## src/rtl/tomasulo_pkg.sv

```systemverilog
// tomasulo_pkg: widths, tag encoding and entry types shared by the reservation station.
package tomasulo_pkg;
    localparam int TAG_W = 5;
    localparam int OP_W = 5;
    localparam int RS_DATA_W = 32;
    localparam logic [TAG_W-1:0] INVALID_TAG = '1;

    typedef enum logic [1:0] {RS_FREE, RS_WAIT, RS_READY, RS_EXEC} rs_state_t;

    typedef struct packed {
        logic [OP_W-1:0] op;
        logic [RS_DATA_W-1:0] val_1;
        logic [RS_DATA_W-1:0] val_2;
        logic [TAG_W-1:0] tag_1;
        logic [TAG_W-1:0] tag_2;
        rs_state_t state;
    } rs_entry_t;

    // A resolved operand never captures, even if the CDB carries the invalid tag.
    function automatic logic snoop_hit(logic cdb_valid, logic [TAG_W-1:0] cdb_tag, logic [TAG_W-1:0] tag);
        return cdb_valid && tag == cdb_tag && tag != INVALID_TAG;
    endfunction
endpackage

```

## src/rtl/tomasulo_rs_if.sv

```systemverilog
// tomasulo_rs_if: issue, CDB and dispatch signals around the reservation station.
interface tomasulo_rs_if #(parameter int DATA_W = tomasulo_pkg::RS_DATA_W);
    import tomasulo_pkg::*;
    logic issue_valid;
    logic issue_ready;
    logic [OP_W-1:0] issue_op;
    logic [DATA_W-1:0] issue_val_1;
    logic [DATA_W-1:0] issue_val_2;
    logic [TAG_W-1:0] issue_tag_1;
    logic [TAG_W-1:0] issue_tag_2;
    logic [TAG_W-1:0] issue_tag;
    logic cdb_valid;
    logic [TAG_W-1:0] cdb_tag;
    logic [DATA_W-1:0] cdb_val;
    logic disp_valid;
    logic disp_ready;
    logic [OP_W-1:0] disp_op;
    logic [DATA_W-1:0] disp_val_1;
    logic [DATA_W-1:0] disp_val_2;
    logic [TAG_W-1:0] disp_tag;

    modport master (
        output issue_valid, issue_op, issue_val_1, issue_val_2, issue_tag_1, issue_tag_2,
        output cdb_valid, cdb_tag, cdb_val, disp_ready,
        input issue_ready, issue_tag, disp_valid, disp_op, disp_val_1, disp_val_2, disp_tag
    );
    modport slave (
        input issue_valid, issue_op, issue_val_1, issue_val_2, issue_tag_1, issue_tag_2,
        input cdb_valid, cdb_tag, cdb_val, disp_ready,
        output issue_ready, issue_tag, disp_valid, disp_op, disp_val_1, disp_val_2, disp_tag
    );
endinterface

```

## src/rtl/rs_entry.sv

```systemverilog
// rs_entry: one reservation-station slot; loads on allocation, snoops the CDB for
// pending operands, and frees itself when its own tag is broadcast while executing.
module rs_entry
    import tomasulo_pkg::*;
#(
    parameter logic [TAG_W-1:0] MY_TAG = '0
) (
    input  logic clk,
    input  logic rst_n,
    input  logic load,
    input  logic pick,
    input  logic [OP_W-1:0] issue_op,
    input  logic [RS_DATA_W-1:0] issue_val_1,
    input  logic [RS_DATA_W-1:0] issue_val_2,
    input  logic [TAG_W-1:0] issue_tag_1,
    input  logic [TAG_W-1:0] issue_tag_2,
    input  logic cdb_valid,
    input  logic [TAG_W-1:0] cdb_tag,
    input  logic [RS_DATA_W-1:0] cdb_val,
    output rs_state_t state,
    output logic [OP_W-1:0] op,
    output logic [RS_DATA_W-1:0] val_1,
    output logic [RS_DATA_W-1:0] val_2
);
    rs_entry_t entry_q, entry_d;
    logic snoop, hit_1, hit_2, resolved;
    logic [TAG_W-1:0] tag_1, tag_2;
    logic [RS_DATA_W-1:0] src_1, src_2;

    // A fresh load snoops the same cycle's CDB exactly like a waiting entry.
    always_comb begin
        snoop = load || entry_q.state == RS_WAIT;
        tag_1 = load ? issue_tag_1 : entry_q.tag_1;
        tag_2 = load ? issue_tag_2 : entry_q.tag_2;
        src_1 = load ? issue_val_1 : entry_q.val_1;
        src_2 = load ? issue_val_2 : entry_q.val_2;
        hit_1 = snoop && snoop_hit(cdb_valid, cdb_tag, tag_1);
        hit_2 = snoop && snoop_hit(cdb_valid, cdb_tag, tag_2);
        resolved = (hit_1 || tag_1 == INVALID_TAG) && (hit_2 || tag_2 == INVALID_TAG);
        entry_d.op = load ? issue_op : entry_q.op;
        entry_d.val_1 = hit_1 ? cdb_val : src_1;
        entry_d.val_2 = hit_2 ? cdb_val : src_2;
        entry_d.tag_1 = hit_1 ? INVALID_TAG : tag_1;
        entry_d.tag_2 = hit_2 ? INVALID_TAG : tag_2;
        entry_d.state = snoop ? (resolved ? RS_READY : RS_WAIT)
                      : (entry_q.state == RS_READY && pick) ? RS_EXEC
                      : (entry_q.state == RS_EXEC && cdb_valid && cdb_tag == MY_TAG) ? RS_FREE
                      : entry_q.state;
    end

    always_ff @(posedge clk or negedge rst_n) begin
        if (!rst_n) entry_q <= '0;
        else entry_q <= entry_d;
    end

    assign state = entry_q.state;
    assign op = entry_q.op;
    assign val_1 = entry_q.val_1;
    assign val_2 = entry_q.val_2;
endmodule

```

## src/rtl/tomasulo_rs.sv

```systemverilog
// tomasulo_rs: reservation-station bank with lowest-free allocation, CDB snooping
// and a round-robin picker feeding a single dispatch register.
module tomasulo_rs
    import tomasulo_pkg::*;
#(
    parameter int NUM_ENTRIES = 4,
    parameter int TAG_BASE = 0,
    parameter int DATA_W = RS_DATA_W
) (
    input logic clk,
    input logic rst_n,
    tomasulo_rs_if.slave bus
);
    localparam int IDX_W = $clog2(NUM_ENTRIES);

    rs_state_t st [NUM_ENTRIES];
    logic [OP_W-1:0] ent_op [NUM_ENTRIES];
    logic [RS_DATA_W-1:0] ent_val_1 [NUM_ENTRIES];
    logic [RS_DATA_W-1:0] ent_val_2 [NUM_ENTRIES];
    logic [NUM_ENTRIES-1:0] load, pick;
    logic [IDX_W-1:0] alloc_idx, pick_idx, cand, rr_ptr_q, rr_ptr_d;
    logic any_free, found, disp_load, take;
    logic disp_valid_q, disp_valid_d;
    logic [OP_W-1:0] disp_op_q, disp_op_d;
    logic [DATA_W-1:0] disp_val_1_q, disp_val_1_d, disp_val_2_q, disp_val_2_d;
    logic [TAG_W-1:0] disp_tag_q, disp_tag_d;

    for (genvar g = 0; g < NUM_ENTRIES; g++) begin : g_ent
        rs_entry #(.MY_TAG(TAG_W'(TAG_BASE + g))) u_ent (
            .clk(clk), .rst_n(rst_n), .load(load[g]), .pick(pick[g]),
            .issue_op(bus.issue_op), .issue_val_1(bus.issue_val_1), .issue_val_2(bus.issue_val_2),
            .issue_tag_1(bus.issue_tag_1), .issue_tag_2(bus.issue_tag_2),
            .cdb_valid(bus.cdb_valid), .cdb_tag(bus.cdb_tag), .cdb_val(bus.cdb_val),
            .state(st[g]), .op(ent_op[g]), .val_1(ent_val_1[g]), .val_2(ent_val_2[g])
        );
    end

    // Descending scans so the lowest index (or nearest to rr_ptr) wins.
    always_comb begin
        any_free = 1'b0;
        alloc_idx = '0;
        for (int i = NUM_ENTRIES - 1; i >= 0; i--)
            if (st[i] == RS_FREE) begin
                any_free = 1'b1;
                alloc_idx = IDX_W'(i);
            end
        found = 1'b0;
        pick_idx = '0;
        cand = '0;
        for (int k = NUM_ENTRIES - 1; k >= 0; k--) begin
            cand = IDX_W'((int'(rr_ptr_q) + k) % NUM_ENTRIES);
            if (st[cand] == RS_READY) begin
                found = 1'b1;
                pick_idx = cand;
            end
        end
        disp_load = !disp_valid_q || bus.disp_ready;
        take = disp_load && found;
        for (int i = 0; i < NUM_ENTRIES; i++) begin
            load[i] = bus.issue_valid && any_free && alloc_idx == IDX_W'(i);
            pick[i] = take && pick_idx == IDX_W'(i);
        end
        rr_ptr_d = take ? IDX_W'((int'(pick_idx) + 1) % NUM_ENTRIES) : rr_ptr_q;
        disp_valid_d = disp_load ? found : disp_valid_q;
        disp_op_d = take ? ent_op[pick_idx] : disp_op_q;
        disp_val_1_d = take ? ent_val_1[pick_idx] : disp_val_1_q;
        disp_val_2_d = take ? ent_val_2[pick_idx] : disp_val_2_q;
        disp_tag_d = take ? TAG_W'(TAG_BASE + int'(pick_idx)) : disp_tag_q;
    end

    always_ff @(posedge clk or negedge rst_n) begin
        if (!rst_n) begin
            rr_ptr_q <= '0;
            disp_valid_q <= 1'b0;
            disp_op_q <= '0;
            disp_val_1_q <= '0;
            disp_val_2_q <= '0;
            disp_tag_q <= '0;
        end else begin
            rr_ptr_q <= rr_ptr_d;
            disp_valid_q <= disp_valid_d;
            disp_op_q <= disp_op_d;
            disp_val_1_q <= disp_val_1_d;
            disp_val_2_q <= disp_val_2_d;
            disp_tag_q <= disp_tag_d;
        end
    end

    assign bus.issue_ready = any_free;
    assign bus.issue_tag = any_free ? TAG_W'(TAG_BASE + int'(alloc_idx)) : '0;
    assign bus.disp_valid = disp_valid_q;
    assign bus.disp_op = disp_op_q;
    assign bus.disp_val_1 = disp_val_1_q;
    assign bus.disp_val_2 = disp_val_2_q;
    assign bus.disp_tag = disp_tag_q;
endmodule

```

## src/flat_wrapper.sv

```systemverilog
// flat-port wrapper written by rule: the top's interface ports become plain ports
module tomasulo_rs_flat import tomasulo_pkg::*;
#(
    parameter int NUM_ENTRIES = 4,
    parameter int TAG_BASE = 0,
    parameter int DATA_W = RS_DATA_W
)
  (clk, rst_n, bus_issue_valid, bus_issue_op, bus_issue_val_1, bus_issue_val_2, bus_issue_tag_1, bus_issue_tag_2, bus_cdb_valid, bus_cdb_tag, bus_cdb_val, bus_disp_ready, bus_issue_ready, bus_issue_tag, bus_disp_valid, bus_disp_op, bus_disp_val_1, bus_disp_val_2, bus_disp_tag);
  tomasulo_rs_if #(.DATA_W(DATA_W)) bus_i ();
  input logic clk;
  input logic rst_n;
  input wire logic [$bits(bus_i.issue_valid)-1:0] bus_issue_valid;
  input wire logic [$bits(bus_i.issue_op)-1:0] bus_issue_op;
  input wire logic [$bits(bus_i.issue_val_1)-1:0] bus_issue_val_1;
  input wire logic [$bits(bus_i.issue_val_2)-1:0] bus_issue_val_2;
  input wire logic [$bits(bus_i.issue_tag_1)-1:0] bus_issue_tag_1;
  input wire logic [$bits(bus_i.issue_tag_2)-1:0] bus_issue_tag_2;
  input wire logic [$bits(bus_i.cdb_valid)-1:0] bus_cdb_valid;
  input wire logic [$bits(bus_i.cdb_tag)-1:0] bus_cdb_tag;
  input wire logic [$bits(bus_i.cdb_val)-1:0] bus_cdb_val;
  input wire logic [$bits(bus_i.disp_ready)-1:0] bus_disp_ready;
  output wire logic [$bits(bus_i.issue_ready)-1:0] bus_issue_ready;
  output wire logic [$bits(bus_i.issue_tag)-1:0] bus_issue_tag;
  output wire logic [$bits(bus_i.disp_valid)-1:0] bus_disp_valid;
  output wire logic [$bits(bus_i.disp_op)-1:0] bus_disp_op;
  output wire logic [$bits(bus_i.disp_val_1)-1:0] bus_disp_val_1;
  output wire logic [$bits(bus_i.disp_val_2)-1:0] bus_disp_val_2;
  output wire logic [$bits(bus_i.disp_tag)-1:0] bus_disp_tag;
  assign bus_i.issue_valid = bus_issue_valid;
  assign bus_i.issue_op = bus_issue_op;
  assign bus_i.issue_val_1 = bus_issue_val_1;
  assign bus_i.issue_val_2 = bus_issue_val_2;
  assign bus_i.issue_tag_1 = bus_issue_tag_1;
  assign bus_i.issue_tag_2 = bus_issue_tag_2;
  assign bus_i.cdb_valid = bus_cdb_valid;
  assign bus_i.cdb_tag = bus_cdb_tag;
  assign bus_i.cdb_val = bus_cdb_val;
  assign bus_i.disp_ready = bus_disp_ready;
  assign bus_issue_ready = bus_i.issue_ready;
  assign bus_issue_tag = bus_i.issue_tag;
  assign bus_disp_valid = bus_i.disp_valid;
  assign bus_disp_op = bus_i.disp_op;
  assign bus_disp_val_1 = bus_i.disp_val_1;
  assign bus_disp_val_2 = bus_i.disp_val_2;
  assign bus_disp_tag = bus_i.disp_tag;
  tomasulo_rs #(.NUM_ENTRIES(NUM_ENTRIES), .TAG_BASE(TAG_BASE), .DATA_W(DATA_W)) u_core (.clk(clk), .rst_n(rst_n), .bus(bus_i));
endmodule
```

## config.mk

```make
export PLATFORM = sky130hd
export DESIGN_NAME = tomasulo_rs_flat
export DESIGN_NICKNAME = d
export VERILOG_FILES = /design/src/rtl/tomasulo_pkg.sv /design/src/rtl/tomasulo_rs_if.sv /design/src/rtl/rs_entry.sv /design/src/rtl/tomasulo_rs.sv /design/src/flat_wrapper.sv
export SDC_FILE = /design/constraint.sdc
export NUM_CORES = 1
export LEC_CHECK = 0
export CORE_MARGIN = 5
export CORE_UTILIZATION = 35
export CTS_BUF_LIST = sky130_fd_sc_hd__clkbuf_4
export CTS_CLUSTER_DIAMETER = 80
export DETAILED_ROUTE_END_ITERATION = 6
export PLACE_DENSITY = 0.54
export SLEW_MARGIN = 20
export SYNTH_ARGS = -nofsm -noshare
export SYNTH_HDL_FRONTEND = slang
export SYNTH_SLANG_ARGS = --single-unit
```

## constraint.sdc

```tcl
create_clock -name clk -period 6.3 [get_ports clk]
set_clock_uncertainty 0.2 [all_clocks]
set_input_delay 1.575 -clock clk [delete_from_list [all_inputs] [get_ports clk]]
set_output_delay 1.575 -clock clk [all_outputs]
set_load 0.02 [all_outputs]
```

Word level (Yosys, flattened, before mapping)

Cells that the tools add are included.

Output and inout port bits: 81
Logic and storage cells: 262
Input bits: 121
Bits in registers: 398

Reduce and logical (&&, ||, !) cells: 83
Equal/unequal tests: 49
$lt $le $gt $ge: 5
Add/sub/neg operators: 4
Muxes and demuxes: 86
Bitwise logic cells: 5

Operators with widths:

| operator                                             | number |
|---|---|
| two-way mux 32 bit                                   | 20 |
| binary-select mux 32 bit (select 2 bit)              | 2 |
| two-way mux 5 bit                                    | 18 |
| two-way mux 2 bit                                    | 33 |
| logical AND 1 bit                                    | 50 |
| equality test 5 bit                                  | 8 |
| equality test 5 bit (second input constant)          | 8 |
| inequality test 5 bit (second input constant)        | 8 |
| equality test 2 bit (second input constant)          | 16 |
| binary-select mux 2 bit (select 2 bit)               | 4 |
| nonzero test 2 bit                                   | 8 |
| >= comparator 3 bit (second input constant)          | 5 |
| NOT 2 -> 3 bit                                       | 5 |
| logical OR 1 bit                                     | 13 |
| equality test 2 x 1 -> 1 bit (second input constant) | 6 |
| zero test 2 bit                                      | 6 |
| nonzero test 3 bit                                   | 4 |
| binary-select mux 5 bit (select 2 bit)               | 1 |
| equality test 5 x 2 -> 1 bit (second input constant) | 2 |
| two-way mux 1 bit                                    | 8 |
| equality test 5 x 1 -> 1 bit (second input constant) | 1 |
| zero test 5 bit                                      | 1 |
| adder 2 x 1 -> 2 bit (second input constant)         | 2 |
| adder 2 bit (second input constant)                  | 2 |
| zero test 1 bit                                      | 1 |

Longest topological paths before layout

Word-level depth: 16
Depth in mapped cells: 14
Gate-level depth less buffers: 10

By module

Synthesis repeated with hierarchy kept, for this count alone.

Cell total of the unflattened synthesis: 2,083
Area, all modules: 24,257.0 um2

Modules (own cells, without submodules):

| module                           | instances | sequential area each (um2) | cells an instance | area an instance (um2) |
|---|---|---|---|---|
| tomasulo_rs                      | 1         | 1,851.8                    | 535               | 5,456.5 |
| rs_entry (u_core.g_ent[3].u_ent) | 1         | 2,026.9                    | 370               | 4,745.8 |
| rs_entry (u_core.g_ent[1].u_ent) | 1         | 2,026.9                    | 370               | 4,743.3 |
| rs_entry (u_core.g_ent[2].u_ent) | 1         | 2,026.9                    | 404               | 4,657.0 |
| rs_entry (u_core.g_ent[0].u_ent) | 1         | 2,026.9                    | 404               | 4,654.5 |

Worst setup path after synthesis

No wires, ideal clock.

Path kind: in2reg
Start point: in bus_cdb_tag[0]
End point: reg u_core.g_ent[3].u_ent.entry_q, in the netlist u_core.g_ent[3].u_ent.val_1[28]
Required time: 5.975 ns
Stages on the path: 9
Arrival: 3.641 ns
Setup slack: 2.334 ns
Buffers on the path: 4
Path through: buf_2 > clkbuf_1 > o21ai_0 > o41ai_2 > o2111ai_1 > or4_4 > buf_6 > buf_6 > mux2_4

Longest elaborated chain between the ends: 5

RTL lines:

| item                                                            | RTL line           | source |
|---|---|---|
| start, declared                                                 | flat_wrapper.sv:19 | `input wire logic [$bits(bus_i.cdb_tag)-1:0] bus_cdb_tag;` |
| equality test 5 bit (*)                                         | tomasulo_pkg.sv:21 | `return cdb_valid && tag == cdb_tag && tag != INVALID_TAG;` |
| logical AND 1 bit (*) (2 in a row)                              | tomasulo_pkg.sv:21 |  |
| logical AND 1 bit (*)                                           | rs_entry.sv:37     | `hit_1 = snoop && snoop_hit(cdb_valid, cdb_tag, tag_1);` |
| two-way mux 32 bit / nonzero test 2 bit (equally long branches) | n/a                |  |
| end signal, assigned                                            | rs_entry.sv:53     | `else entry_q <= entry_d;` |
| end, declared                                                   | rs_entry.sv:25     | `rs_entry_t entry_q, entry_d;` |

Every way passes the cells marked *; elsewhere a longest branch is shown, timed or not.
A chain may end at the register's enable or synchronous reset.

Worst setup path after layout

Start point: reg u_core.g_ent[2].u_ent.entry_q, in the netlist u_core.g_ent[2].u_ent.state[0]
End point: out bus_issue_tag[1]

Longest elaborated chain between the ends: 5

RTL lines:

| item                                                                       | RTL line           | source |
|---|---|---|
| start, declared                                                            | rs_entry.sv:25     |  |
| start signal, assigned                                                     | rs_entry.sv:53     |  |
| zero test 2 bit (*)                                                        | tomasulo_rs.sv:43  | `if (st[i] == RS_FREE) begin` |
| two-way mux 2 bit / two-way mux 1 bit (equally long branches) (3 in a row) | tomasulo_rs.sv:43  |  |
| two-way mux 2 bit (*)                                                      | tomasulo_rs.sv:90  | `assign bus.issue_tag = any_free ? TAG_W'(TAG_BASE + int'(alloc_idx)) : '0;` |
| end, declared                                                              | flat_wrapper.sv:23 | `output wire logic [$bits(bus_i.issue_tag)-1:0] bus_issue_tag;` |

Marked as above.

==> impl_metrics.toml <==
[worst_setup_path]
ff2ff_setup_slack_ns = 2.18
critPathMaxFanout = 12
crit_path_start = "u_core.g_ent[2].u_ent.state[0]"
r2r_start = "u_core.g_ent[0].u_ent.state[1]"
setup.worst_path.end = "bus_issue_tag[1]"
r2r_cells = 9
start_kind = "flop"
rr_endpoint = "u_core.g_ent[2].u_ent.val_1[0]"
cp.arrival_ns = 2.94
cp.required_ns = 4.53
worstSetupPathType = "reg2out"
crit_path_end_kind = "output port"

[layout]
synthToLayoutAreaGrowth_pct = 18.6
final_util = 0.420
final_layout_size_suffix_gt1_frac = 0.113
layout.nets = 2691
finalInstanceArea_um2 = 24800
num-fill-cells = 5837
fin_cells = 3431
layout_commonest_cell = "nand2_1"
final_cell_mix = "nand2_1 (852), dfrtp_1 (398), clkdlybuf4s50_1 (194)"

[floorplanning]
die_area_um2 = 64800
core_um2 = 59100
rows = 89
die_width_um = 255
die_h_um = 255
io_pins = 202
initial_core_util = 0.354

[route]
drt_iter0_drc = 1530
wl_um = 71400
drtPass1Iterations = 6
route.detailed.drc = 0
ant_nets = 0
wl_per_cell_um = 20.8
avgViaCountPerCell = 5.40
routed-via-count = 18500

[cts]
cts_made_buffers = 116
clockRootBuffer = "clkbuf_4"
path_clk_slew_ns = 0.06
cts_buffer_depth = 3
cts.htree.levels = 3
cts_tree = "built"
cts_resized = 0
post-cts-setup-buffer-count = 0
cts-hold-fix-buffers = 0
insertion_delay_ns = 0.87
cts_num_sinks = 398

[grt]
first_global_vias = 18700
grt_start_max_net_pins = 124
grt_usage = 0.216
grt_overflow = 0
grt_pass1_wl_um = 110000
antenna_found_initial = 3

[sta]
fin_crit_ns = 4.71
finalHoldViolations = 0
layout_setup_ws_ns = 1.59
setup_viol = 0
drv_slew = 0
rsz0062_at_grt = "no"
period_share = 0.748
tightest_slew_ns = 1.09
max_freq_mhz = 212
finalSetupTns_ns = 0
relSlewSlack = 0.266

[place]
post-place-ws_ns = 0.898
dpl_cell_area_um2 = 23400
gp_congestion = 0.908
io_buffers = 195
placed_cells = 3221
hpwl_um = 43600

[synth]
yosysWarnings = 0
syn_inst = 2431
synth-edff-count = 0
ys_seq_area_frac = 0.476
ys_ff_latch = 398
syn_area_per_cell_um2 = 8.62
ys.flop_type = "dfrtp_1"
syn-cell-area_um2 = 20900
synth.distinct_cells = 70
synthArstFlopShare = 1.00

[worst_hold_path]
hold_path.class = "reg2reg"

[power]
p_leak_nw = 11.8
ir_drop_uv = 190
power_density_nw_per_um2 = 421

[run_status]
outcome = "finished clean"

[job]
maxCapViolCount = 0
==> worst min-delay path by stage <==
| stage | from | end | depth (start not counted) |
|---|---|---|---|
| 3_3_place_gp | u_core.g_ent[1].u_ent.op[0] | u_core.g_ent[1].u_ent.op[0] | 2 |
| 2_1_floorplan | u_core.g_ent[0].u_ent.op[0] | u_core.g_ent[0].u_ent.op[0] | 2 |
| 5_1_grt | u_core.bus.disp_val_1[8] | u_core.bus.disp_val_1[8] | 1 |
| 4_1_cts | u_core.g_ent[1].u_ent.op[4] | u_core.g_ent[1].u_ent.op[4] | 2 |
| 3_5_place_dp | u_core.g_ent[1].u_ent.op[4] | u_core.g_ent[1].u_ent.op[4] | 2 |
| 6_report | u_core.g_ent[1].u_ent.op[4] | u_core.g_ent[1].u_ent.op[4] | 2 |
==> layer usage <==
layer / global-route usage / part of all wire
met5: 0 / 0
met4: 0.0722 / 0.026
met3: 0.0381 / 0.062
met2: 0.355 / 0.47
met1: 0.290 / 0.44
==> per-stage QoR <==
step | power [mW] | hold slack, ns
after global placement | 7.97 | 0.257
after floorplan | 6.75 | 0.246
after detailed placement | 8.10 | 0.262
final | 10.5 | 0.274
after CTS | 10.6 | 0.278
after global routing | 11.2 | 0.295
==> critical path: stages, from the launching register on <==
cell             delay, ns
dfrtp_1               0.53
nor2_1                0.50
nor2_1                0.19
nor3_1                0.23
clkdlybuf4s50_1       0.64
==> cell type report <==
cell class              instances  area (um^2)  area share
flip-flops and latches        398         9960       0.401
inverters                      15         58.8     0.00237
well taps                     773          967      0.0390
clock buffers                 172         1290      0.0520
clock inverters                36          136     0.00549
multi-input cells            1801        10100       0.407
diodes                          2         5.00    0.000202
repair buffers                234         2310      0.0931
==> report_power, final <==
part | switching [mW] | total, mW | internal, mW
Combinational | 1.92 | 3.64 | 1.71
Sequential | 0.703 | 4.44 | 3.74
Clock | 1.15 | 2.39 | 1.24
==> sequential cells by signal, indices dropped and copies added (netlist names), 5 cells and up <==
register                    cells
u_core.bus.disp_val_1          32
u_core.g_ent.u_ent.entry_q     40
u_core.g_ent.u_ent.val_1      128
u_core.bus.disp_op              5
u_core.g_ent.u_ent.op          20
u_core.g_ent.u_ent.val_2      128
u_core.bus.disp_val_2          32
u_core.g_ent.u_ent.state        8
==> logic make-up (layout without fill, tap and decap cells) <==
kind of cell / count (synthesis) / count (layout) / synth area share
XOR/XNOR: 29 / 29 / 0.0121
buffers and inverters: 237 / 457 / 0.0473
AO/OA/AOI/OAI: 420 / 420 / 0.133
adder cells (fa/ha/maj): 4 / 4 / 0.00239
flip-flops: 398 / 398 / 0.476
multiplexers: 206 / 206 / 0.103
other: 1 / 8 / 0.000179
AND/OR/NAND/NOR: 1136 / 1136 / 0.227
==> cell usage after synthesis, drive strengths merged (4+ instances only) <==
master	instances	area share
a2111oi	4	0.0017
a21o	70	0.025
a21oi	20	0.0048
a311oi	69	0.029
a31oi	67	0.020
and3	76	0.023
buf	64	0.016
clkbuf	158	0.028
dfrtp	398	0.48
ha	4	0.0024
inv	15	0.0027
mux2	64	0.035
mux2i	142	0.068
nand2	854	0.15
nand2b	10	0.0030
nand3	26	0.0068
nand3b	8	0.0029
nand4	11	0.0033
nor2	102	0.019
nor2b	14	0.0042
nor3	6	0.0014
nor4	7	0.0027
o2111ai	4	0.0017
o211ai	4	0.0014
o21ai	150	0.036
o221ai	4	0.0017
o31ai	4	0.0014
xnor2	14	0.0059
xor2	15	0.0063
Power figures use the tool's default switching activity.
